[src/rtl/bmp_pkg.sv]
// Shared constants and types for the BMP pixel processor.
// Widths, mode encodings and FSM state type.
package bmp_pkg;

    localparam int DATA_BUS_SIZE   = 32;
    localparam int BYTES_PER_PIXEL = 3;
    localparam int BMP_HDR_SIZE    = 54;

    localparam logic [1:0] MODE_IDLE   = 2'b00;
    localparam logic [1:0] MODE_THRESH = 2'b01;
    localparam logic [1:0] MODE_GRAY   = 2'b10;

    typedef enum logic [1:0] {
        IDLE,
        FIRST,
        STREAM,
        FLUSH
    } state_t;

endpackage

[src/rtl/bmp_pixel_proc_if.sv]
// Scheduler <-> pixel processor word bus.
// master = scheduler side, slave = processor side.
interface bmp_pixel_proc_if #(
    parameter int DW = 32
) ();

    logic [DW-1:0] data_to_processor;
    logic          scheduler_2_proc_vld;
    logic [1:0]    mode;
    logic [7:0]    data_proc;
    logic          done;
    logic [DW-1:0] data_from_processor;
    logic          vld_pr;

    modport master (
        output data_to_processor,
        output scheduler_2_proc_vld,
        output mode,
        output data_proc,
        output done,
        input  data_from_processor,
        input  vld_pr
    );

    modport slave (
        input  data_to_processor,
        input  scheduler_2_proc_vld,
        input  mode,
        input  data_proc,
        input  done,
        output data_from_processor,
        output vld_pr
    );

endinterface

[src/rtl/bmp_pixel_xform.sv]
// Per-pixel transform: luma threshold or grayscale.
// Output bytes are in B,G,R order; unknown modes pass through.
module bmp_pixel_xform
    import bmp_pkg::*;
(
    input  logic [7:0]  b,
    input  logic [7:0]  g,
    input  logic [7:0]  r,
    input  logic [1:0]  mode,
    input  logic [7:0]  thr,
    output logic [23:0] px
);

    logic [9:0] sum;
    logic [7:0] luma;

    always_comb begin
        sum  = {2'b00, b} + {1'b0, g, 1'b0} + {2'b00, r};
        luma = 8'(sum >> 2);
        px   = {r, g, b};
        unique case (1'b1)
            (mode == MODE_THRESH):
                px = (luma >= thr) ? 24'hFFFFFF : 24'h000000;
            (mode == MODE_GRAY):
                px = {3{luma}};
            default: ;
        endcase
    end

endmodule

[src/rtl/bmp_pixel_proc.sv]
// 24-bit BMP pixel stream processor over a 32-bit word bus.
// Emits word n once word n+1 (or end of frame) is known.
module bmp_pixel_proc #(
    parameter int DATA_BUS_SIZE   = bmp_pkg::DATA_BUS_SIZE,
    parameter int BYTES_PER_PIXEL = bmp_pkg::BYTES_PER_PIXEL
) (
    input logic             clk,
    input logic             rst_n,
    bmp_pixel_proc_if.slave bus
);

    import bmp_pkg::*;

    state_t state, nxt;

    logic [1:0]               mode_q;
    logic [7:0]               thr_q;
    logic [1:0]               phase_q;
    logic [15:0]              carry_q;
    logic [DATA_BUS_SIZE-1:0] held_q;
    logic [DATA_BUS_SIZE-1:0] out_q;
    logic                     vld_q;

    logic in_frame, mode_ok, start, shift, last, emit;
    logic vld, dn;

    logic [7:0] h0, h1, h2, h3, c2, c3, n0, n1;
    logic [7:0] ab, ag, ar, bb, bg, br;
    logic [23:0] ya, yb;
    logic [DATA_BUS_SIZE-1:0] xw;

    assign vld      = bus.scheduler_2_proc_vld;
    assign dn       = bus.done;
    assign in_frame = (state == FIRST) || (state == STREAM);
    assign mode_ok  = (bus.mode == MODE_THRESH) ||
                      (bus.mode == MODE_GRAY);
    assign start    = (state == IDLE) && vld && mode_ok;
    assign shift    = in_frame && vld;
    assign last     = (in_frame && dn && !vld) ||
                      (state == FLUSH);
    assign emit     = shift || last;

    always_comb begin
        nxt = state;
        unique case (state)
            IDLE:   if (start) nxt = FIRST;
            FIRST:  begin
                if (dn)       nxt = vld ? FLUSH : IDLE;
                else if (vld) nxt = STREAM;
            end
            STREAM: if (dn) nxt = vld ? FLUSH : IDLE;
            FLUSH:  nxt = IDLE;
            default: nxt = IDLE;
        endcase
    end

    assign h0 = held_q[7:0];
    assign h1 = held_q[15:8];
    assign h2 = held_q[23:16];
    assign h3 = held_q[31:24];
    assign c2 = carry_q[7:0];
    assign c3 = carry_q[15:8];
    assign n0 = bus.data_to_processor[7:0];
    assign n1 = bus.data_to_processor[15:8];

    // phase = held word's first byte position inside its pixel
    always_comb begin
        {ab, ag, ar} = {h0, h1, h2};
        {bb, bg, br} = {h3, n0, n1};
        case (phase_q)
            2'd0: begin
                {ab, ag, ar} = {h0, h1, h2};
                {bb, bg, br} = {h3, n0, n1};
            end
            2'd1: begin
                {ab, ag, ar} = {c3, h0, h1};
                {bb, bg, br} = {h2, h3, n0};
            end
            default: begin
                {ab, ag, ar} = {c2, c3, h0};
                {bb, bg, br} = {h1, h2, h3};
            end
        endcase
    end

    bmp_pixel_xform u_xa (
        .b(ab), .g(ag), .r(ar),
        .mode(mode_q), .thr(thr_q), .px(ya)
    );

    bmp_pixel_xform u_xb (
        .b(bb), .g(bg), .r(br),
        .mode(mode_q), .thr(thr_q), .px(yb)
    );

    // on the last word a pixel missing its tail bytes passes through
    always_comb begin
        xw = '0;
        case (phase_q)
            2'd0: begin
                xw[7:0]   = ya[7:0];
                xw[15:8]  = ya[15:8];
                xw[23:16] = ya[23:16];
                xw[31:24] = last ? h3 : yb[7:0];
            end
            2'd1: begin
                xw[7:0]   = ya[15:8];
                xw[15:8]  = ya[23:16];
                xw[23:16] = last ? h2 : yb[7:0];
                xw[31:24] = last ? h3 : yb[15:8];
            end
            default: begin
                xw[7:0]   = ya[23:16];
                xw[15:8]  = yb[7:0];
                xw[23:16] = yb[15:8];
                xw[31:24] = yb[23:16];
            end
        endcase
    end

    always_ff @(posedge clk) begin
        if (rst_n) begin
            state   <= IDLE;
            mode_q  <= MODE_IDLE;
            thr_q   <= 8'h00;
            phase_q <= 2'd0;
            carry_q <= '0;
            held_q  <= '0;
            out_q   <= '0;
            vld_q   <= 1'b0;
        end else begin
            state <= nxt;
            vld_q <= emit;
            if (emit) out_q <= xw;
            if (start) begin
                mode_q  <= bus.mode;
                thr_q   <= bus.data_proc;
                phase_q <= 2'd0;
                carry_q <= '0;
                held_q  <= bus.data_to_processor;
            end else if (shift) begin
                carry_q <= held_q[31:16];
                held_q  <= bus.data_to_processor;
                phase_q <= (phase_q == 2'(BYTES_PER_PIXEL - 1)) ?
                           2'd0 : phase_q + 2'd1;
            end
        end
    end

    assign bus.data_from_processor = out_q;
    assign bus.vld_pr              = vld_q;

endmodule

[src/flat_wrapper.sv]
// flat-port wrapper written by rule: the top's interface ports become plain ports
module bmp_pixel_proc_flat import bmp_pkg::*;
#(
    parameter int DATA_BUS_SIZE   = bmp_pkg::DATA_BUS_SIZE,
    parameter int BYTES_PER_PIXEL = bmp_pkg::BYTES_PER_PIXEL
)
  (clk, rst_n, bus_data_to_processor, bus_scheduler_2_proc_vld, bus_mode, bus_data_proc, bus_done, bus_data_from_processor, bus_vld_pr);
  bmp_pixel_proc_if #(.DW(32)) bus_i ();
  input logic clk;
  input logic rst_n;
  input wire logic [$bits(bus_i.data_to_processor)-1:0] bus_data_to_processor;
  input wire logic [$bits(bus_i.scheduler_2_proc_vld)-1:0] bus_scheduler_2_proc_vld;
  input wire logic [$bits(bus_i.mode)-1:0] bus_mode;
  input wire logic [$bits(bus_i.data_proc)-1:0] bus_data_proc;
  input wire logic [$bits(bus_i.done)-1:0] bus_done;
  output wire logic [$bits(bus_i.data_from_processor)-1:0] bus_data_from_processor;
  output wire logic [$bits(bus_i.vld_pr)-1:0] bus_vld_pr;
  assign bus_i.data_to_processor = bus_data_to_processor;
  assign bus_i.scheduler_2_proc_vld = bus_scheduler_2_proc_vld;
  assign bus_i.mode = bus_mode;
  assign bus_i.data_proc = bus_data_proc;
  assign bus_i.done = bus_done;
  assign bus_data_from_processor = bus_i.data_from_processor;
  assign bus_vld_pr = bus_i.vld_pr;
  bmp_pixel_proc #(.DATA_BUS_SIZE(DATA_BUS_SIZE), .BYTES_PER_PIXEL(BYTES_PER_PIXEL)) u_core (.clk(clk), .rst_n(rst_n), .bus(bus_i));
endmodule
[config.mk]
export PLATFORM = sky130hd
export DESIGN_NAME = bmp_pixel_proc_flat
export DESIGN_NICKNAME = d
export VERILOG_FILES = /design/src/rtl/bmp_pkg.sv /design/src/rtl/bmp_pixel_proc_if.sv /design/src/rtl/bmp_pixel_xform.sv /design/src/rtl/bmp_pixel_proc.sv /design/src/flat_wrapper.sv
export SDC_FILE = /design/constraint.sdc
export NUM_CORES = 1
export LEC_CHECK = 0
export ABC_AREA = 0
export CORE_ASPECT_RATIO = 0.9
export CORE_MARGIN = 2
export CORE_UTILIZATION = 52
export DETAILED_ROUTE_END_ITERATION = 10
export PLACE_DENSITY = 0.78
export SLEW_MARGIN = 20
export SYNTH_ARGS = -nofsm -noshare
export SYNTH_HDL_FRONTEND = slang
export SYNTH_SLANG_ARGS = --single-unit
[constraint.sdc]
create_clock -name clk -period 5.1 [get_ports clk]
set_clock_uncertainty 0.1 [all_clocks]
set_input_delay 0.51 -clock clk [delete_from_list [all_inputs] [get_ports clk]]
set_output_delay 0.51 -clock clk [all_outputs]
set_load 0.02 [all_outputs]
### Word level (Yosys, flattened, before mapping)

Index checks and enable logic that the tools add are counted.
Widths: inputs -> output; s select.

| word-level totals | value |
|---|---|
| input bits | 46 |
| output and inout bits | 33 |
| register bits after elaboration | 95 |

| operators by class | value |
|---|---|
| equal/unequal tests | 12 |
| $add $sub $neg | 5 |
| reductions and logical operators | 15 |
| magnitude comparators | 2 |
| multiplexer cells | 23 |

Operators with widths:

| operator | number |
|---|---|
| $pmux 24 s2 | 2 |
| $pmux 8 s2 | 6 |
| $mux 32 | 2 |
| $pmux 32 s2 | 1 |
| $mux 24 | 2 |
| $mux 8 | 3 |
| $add 10x8->10 | 2 |
| $add 8x9->10 | 2 |
| $ge 8x8->1 | 2 |
| $mux 2 | 6 |
| $eq 2x2->1 const B | 5 |
| $eq 2x1->1 const B | 4 |
| $pmux 2 s4 | 1 |
| $logic_and 1x1->1 | 5 |
| $logic_not 2->1 | 2 |
| $logic_or 1x1->1 | 4 |
| $ne 3x3->1 const B | 1 |
| $reduce_and 3->1 | 1 |
| $add 2x1->2 const B | 1 |
| $ne 2x1->1 const B | 1 |
| $ne 2x2->1 const B | 1 |
| $reduce_bool 2->1 | 1 |
| $reduce_or 2->1 | 1 |
| $logic_not 1->1 | 1 |

### Depth between registers and ports, before layout

| logic depth | value |
|---|---|
| word-level depth | 9 |
| depth in mapped cells | 23 |
| gate-level depth less buffers | 20 |

### Modules after synthesis

Synthesis repeated with hierarchy kept, for this count alone.

| second synthesis, totals | value |
|---|---|
| cell total of the unflattened synthesis | 977 |
| area total of the unflattened synthesis | 7477.2 um^2 |

Modules (own cells, without submodules):

| module | times used | sequential area each (um^2) | cells each | area each (um^2) |
|---|---|---|---|---|
| bmp_pixel_proc | 1 | 1901.8 | 681 | 5141.2 |
| bmp_pixel_xform (u_core.u_xa) | 1 | 0.0 | 148 | 1174.9 |
| bmp_pixel_xform (u_core.u_xb) | 1 | 0.0 | 148 | 1161.1 |

### Least setup slack after synthesis

Ideal clock, no wire load.

| timing path | value |
|---|---|
| path type | register to register |
| from | register u_core.phase_q[1] |
| to | register u_core.out_q[22] (netlist: u_core.bus.data_from_processor[22]) |
| setup time | 120 ps |
| clock period less this slack | 5508 ps |
| path buffers | 4 |
| required time | 4880 ps |
| arrival time | 5289 ps |
| cell stages (with the launch flop) | 23 |
| setup slack | -408 ps |
| cell sequence | dfxtp_1 -> clkbuf_1 -> buf_1 -> clkbuf_1 -> clkbuf_1 -> a21oi_1 -> fa_1 -> inv_1 -> o211ai_1 -> nor2_1 -> fa_1 -> a21o_1 -> a21oi_1 -> o21ai_0 -> a31o_2 -> ha_1 -> a21o_1 -> a221oi_1 -> o21ai_0 -> nand2_1 -> o21ai_0 -> a211o_1 -> o31a_1 |

| between the ends | value |
|---|---|
| cells in the longest elaborated chain, start to end | 9 |
| elaborated cells between the ends (all ways) | 20 |
| those cells by class | add/sub (4); order compare (2); eq/ne (1); mux (12); reduce/logical (1) |

Ends and longest elaborated chain:

| element | line | text |
|---|---|---|
| start: declaration | bmp_pixel_proc.sv:18 | `logic [1:0] phase_q;` |
| start signal: assignment | bmp_pixel_proc.sv:144 | `phase_q <= (phase_q == 2'(BYTES_PER_PIXEL - 1)) ?` |
| $eq 2x1->1 / $logic_not 2->1 (equally long branches) | bmp_pixel_proc.sv:70, bmp_pixel_proc.sv:99 |  |
| $pmux 8 s2 | bmp_pixel_proc.sv:70 | `case (phase_q)` |
| $add 8x9->10 | bmp_pixel_xform.sv:18 | `sum = {2'b00, b} + {1'b0, g, 1'b0} + {2'b00, r};` |
| $add 10x8->10 | bmp_pixel_xform.sv:18 |  |
| $ge 8x8->1 | bmp_pixel_xform.sv:23 | `px = (luma >= thr) ? 24'hFFFFFF : 24'h000000;` |
| $mux 24 | bmp_pixel_xform.sv:23 |  |
| $pmux 24 s2 | bmp_pixel_xform.sv:21 | `unique case (1'b1)` |
| $mux 8 | bmp_pixel_proc.sv:109 | `xw[23:16] = last ? h2 : yb[7:0];` |
| $pmux 32 s2 * | bmp_pixel_proc.sv:99 | `case (phase_q)` |
| end signal: assignment | bmp_pixel_proc.sv:134 | `if (emit) out_q <= xw;` |
| end: declaration | bmp_pixel_proc.sv:21 | `logic [DATA_BUS_SIZE-1:0] out_q;` |

Every way passes the cells marked *; elsewhere a longest branch is shown, timed or not.
A chain may end at the register's enable or synchronous reset.

### Worst setup path after layout

| timing path | value |
|---|---|
| from | register u_core.phase_q[0] |
| to | register u_core.out_q[22] (netlist: u_core.bus.data_from_processor[22]) |

Same word-level chain as after synthesis.

==> qor_table.md <==
| Result | Reported |
|:---|:---|
| Result of the run | finished, final reports clean |
| DRC | 0 |
| First-pass GRT wire length | 34,900 um |
| Chip Height | 112 um |
| Setup repair after global routing missed its margin | no |
| Number of distinct standard cells referenced by the synthesized netlist | 65 |
| Clock network fraction of total power | 17.2% |
| Core Box Area | 0.0126 mm^2 |
| Count of endpoints failing hold in the final timing report | 0 |
| Cell Area, Placed | 0.00812 mm^2 |
| Post-route cell area | 0.00845 mm^2 |
| Synth warnings | 0 |
| Area share of the largest cell type after synthesis | 28.4% |
| Biggest area contributors in the synthesized netlist | sky130_fd_sc_hd__dfxtp_1, sky130_fd_sc_hd__nand2_1, sky130_fd_sc_hd__mux2i_1 |
| HPWL Detailed | 16,900 um |
| Pwr Density | 446 mW/mm^2 |
| Count of placed standard cells including taps | 1,151 |
| Number of synthesized flops with an enable pin | 0 |
| Floorplan die area | 0.0138 mm^2 |
| Data required, critical path | 5.25 ns |
| Hold-fix buffers at CTS | 0 |
| Worst hold-check path type | reg2reg |
| Count of endpoints failing setup in the final report | 0 |
| Sequential Power Share | 26.0% |
| Count of input and output buffers | 78 |
| Antenna fix cells | 0 |
| Syn-to-layout area delta | 26.0% |
| Clock edge transition at the registers on the reported setup and hold paths | 0.07 ns |
| Number of buffers created by CTS | 9 |
| Count of H-tree levels built during CTS | 3 |
| Cell chosen for the clock root | sky130_fd_sc_hd__clkbuf_16 |
| Biggest area consumer among synthesized cells | sky130_fd_sc_hd__dfxtp_1 |
| Netlist area before placement | 0.00671 mm^2 |
| Synth top cells by count | sky130_fd_sc_hd__nand2_1, sky130_fd_sc_hd__a21oi_1, sky130_fd_sc_hd__dfxtp_1 |
| Avg Vias per Cell | 6.04 |
| NumNets Final | 1,097 |
| Final worst path period need | 4.92 ns |
| Number of DRC markers in iteration 0 | 801 |
| Design Power | 3770 uW |
| Clock network latency to the later pin of the worst-skew pair | 0.36 ns |
| Initial core utilization | 53.1% |
| Gate count of the mapped netlist | 884 |
| Number of register bits inferred by synthesis | 95 |
| Final critical-path share of the clock period | 96.4% |
| Number of violations of the max-capacitance limit | 0 |
| Slew @ Worst Pin | 0.936 ns |
| Via count | 7,050 |
| Die span in x | 124 um |
| Internal Power | 2100 uW |
| Flip-flop cell with the highest count after synthesis | sky130_fd_sc_hd__dfxtp_1 |
| Post-synthesis area per instance | 7.59 um^2 |
| Crit end category | flop |
| Peak Freq | 203 MHz |
| Max Slew Vio Count | 0 |
| DRT Pass-1 Iters | 6 |
| Maximum fanout encountered on the critical timing path | 5 |
| Nature of the critical path startpoint | flop |
| Routed Antenna Nets | 0 |
| Number of antenna violations at the first check in global routing | 0 |
| Overall routed net length | 22,600 um |
| Worst Path Arrival | 5.06 ns |
| CTS tree | built |
| Leakage Power | 0.00326 uW |
| Non-filler cells in the finished layout | 1,167 |
| Setup Crit Path Kind | reg2reg |
| Total global routing track utilization | 33.3% |
| Row Count | 39 |
| Net switching share of the total power | 44.3% |
| Peak supply drop | 0.270 mV |
| Routability cong. | 0.992 |
| Cell with the most instances after synthesis | sky130_fd_sc_hd__nand2_1 |
| Maximum number of pins on one net before global-route repair | 42 |
| Number of clock sinks seen by CTS | 95 |
| Aggregate global routing overflow | 0 |
| P_sw | 1670 uW |
| Share of async-settable or async-resettable flops after synthesis | 0% |
| Wire per inst | 19.3 um |
| Fraction of final layout cells with drive strength greater than 1 | 13.6% |
| Maximum number of buffers from clock root to sink | 2 |
| Post-synthesis net count | 983 |
| Slew HR | 37.6% |
| Power share of the combinational group | 56.8% |
| Number of global-route vias before repair | 6,264 |
| Top Ports | 79 |
| Sequential share of the synthesized area | 28.4% |
state kept, by name, indices dropped and copies added, names as in the netlist:
name / flops
u_core.bus.data_from_processor: 32
u_core.phase_q: 2
u_core.state: 2
u_core.held_q: 32
u_core.bus.vld_pr: 1
u_core.mode_q: 2
u_core.thr_q: 8
u_core.carry_q: 16
power by group through the flow:
stage	Clock (uW)	Combinational, uW	Sequential, uW
after detailed placement	0	2050	990
final	648	2140	982
after global routing	686	2310	988
after global placement	0	2020	988
after floorplan	0	1220	999
after CTS	653	2070	973
stage by stage:
stage | worst slack [ns] | hold slack, ns | TNS [ns] | utilization [%]
2_1_floorplan | 0.0103 | 0.337 | 0 | -
3_3_place_gp | -0.118 | 0.341 | -0.572 | 64.3
3_5_place_dp | -0.246 | 0.344 | -3.32 | 64.3
4_1_cts | 0.0624 | 0.354 | 0 | 66.4
5_1_grt | 0.00666 | 0.370 | 0 | 66.9
6_report | 0.184 | 0.350 | 0 | 66.9
final timing paths:
path	startpoint	endpoint	slack, ns	cells past startpoint
hold reg to reg	u_core.bus.data_from_processor[5]$_SDFFE_PP0P_	u_core.bus.data_from_processor[5]$_SDFFE_PP0P_	0.35	2
setup / recovery	u_core.phase_q[0]$_SDFFE_PP0P_	u_core.bus.data_from_processor[22]$_SDFFE_PP0P_	0.18	18
hold / removal	u_core.bus.data_from_processor[5]$_SDFFE_PP0P_	u_core.bus.data_from_processor[5]$_SDFFE_PP0P_	0.35	2
setup reg to reg	u_core.phase_q[0]$_SDFFE_PP0P_	u_core.bus.data_from_processor[22]$_SDFFE_PP0P_	0.18	18
cells in the final DEF (no fill, tap or decap), types with 3 or more instances in the layout:
cell | synthesis | final
sky130_fd_sc_hd__xor2_1 | 5 | 4
sky130_fd_sc_hd__a31oi_1 | 6 | 5
sky130_fd_sc_hd__clkbuf_16 | 0 | 9
sky130_fd_sc_hd__mux2_2 | 4 | 4
sky130_fd_sc_hd__nor4_1 | 4 | 3
sky130_fd_sc_hd__dfxtp_1 | 95 | 93
sky130_fd_sc_hd__nand3_1 | 8 | 8
sky130_fd_sc_hd__a311oi_1 | 5 | 5
sky130_fd_sc_hd__a22oi_1 | 4 | 4
sky130_fd_sc_hd__or2_2 | 5 | 5
sky130_fd_sc_hd__nand4_1 | 3 | 3
sky130_fd_sc_hd__and2_1 | 5 | 5
sky130_fd_sc_hd__a211oi_1 | 11 | 11
sky130_fd_sc_hd__nor3_1 | 8 | 6
sky130_fd_sc_hd__o22ai_1 | 3 | 3
sky130_fd_sc_hd__xnor2_1 | 5 | 5
sky130_fd_sc_hd__o221ai_1 | 7 | 7
sky130_fd_sc_hd__o2111ai_1 | 3 | 3
sky130_fd_sc_hd__a211o_1 | 4 | 4
sky130_fd_sc_hd__mux2i_1 | 56 | 55
sky130_fd_sc_hd__o211ai_1 | 12 | 12
sky130_fd_sc_hd__a21oi_1 | 101 | 99
sky130_fd_sc_hd__ha_1 | 37 | 37
sky130_fd_sc_hd__clkdlybuf4s50_1 | 0 | 77
sky130_fd_sc_hd__o21ai_0 | 59 | 58
sky130_fd_sc_hd__inv_1 | 31 | 31
sky130_fd_sc_hd__a221oi_1 | 4 | 3
sky130_fd_sc_hd__nand2b_1 | 13 | 13
sky130_fd_sc_hd__nand2_1 | 184 | 183
sky130_fd_sc_hd__nor2_1 | 72 | 71
sky130_fd_sc_hd__a21o_1 | 10 | 10
sky130_fd_sc_hd__fa_1 | 16 | 16
sky130_fd_sc_hd__buf_4 | 0 | 83
sky130_fd_sc_hd__o21a_1 | 5 | 4
layer usage:
metal  wire length [um]  part of all wire (%)  global-route usage (%)
met3               2420                    11                    8.09
met4                672                   3.0                    9.32
met1               9750                    43                    48.0
met5                  0                     0                       0
met2               9730                    43                    49.2
logic make-up (layout without fill, tap and decap cells):
| group | after synthesis | in the layout | synth area share, % |
|---|---|---|---|
| AOI/OAI and AO/OA | 258 | 258 | 24.2 |
| xor gates and xnor gates | 10 | 10 | 1.31 |
| adders and majority gates | 53 | 53 | 11.7 |
| buffers and inverters | 92 | 211 | 5.28 |
| DFF | 95 | 95 | 28.4 |
| muxes | 61 | 61 | 9.37 |
| and+or+nand+nor | 315 | 315 | 19.8 |
final cells by class:
type / count / area, um^2
clock buffers: 10 / 229
flip-flops and latches: 95 / 1910
clock inverters: 6 / 43.8
fillers: 1084 / 4190
multi-input cells: 697 / 4510
well taps: 164 / 205
inverters: 31 / 116
repair buffers: 164 / 1440
critical path, stage by stage (launching register included):
cell                        delay [ns]
sky130_fd_sc_hd__dfxtp_2          0.38
sky130_fd_sc_hd__buf_4            0.17
sky130_fd_sc_hd__mux2i_1          0.35
sky130_fd_sc_hd__o21ai_0          0.16
sky130_fd_sc_hd__fa_1             0.52
sky130_fd_sc_hd__ha_1             0.31
sky130_fd_sc_hd__o2111ai_1        0.16
sky130_fd_sc_hd__or2_2            0.33
sky130_fd_sc_hd__nand2b_1         0.07
sky130_fd_sc_hd__a21oi_1          0.07
sky130_fd_sc_hd__xnor2_1          0.31
sky130_fd_sc_hd__ha_1             0.31
sky130_fd_sc_hd__a211o_1          0.29
sky130_fd_sc_hd__a31oi_1          0.28
sky130_fd_sc_hd__o21ai_1          0.15
sky130_fd_sc_hd__nand2_1          0.13
sky130_fd_sc_hd__o21ai_0          0.12
sky130_fd_sc_hd__a211o_1          0.30
sky130_fd_sc_hd__o31a_1           0.27
repair_timing:
item,in CTS,in global routing
endpoints found under the setup margin,0,30
resized for setup,0,15
setup buffers,0,0
Power figures use the tool's default switching activity.
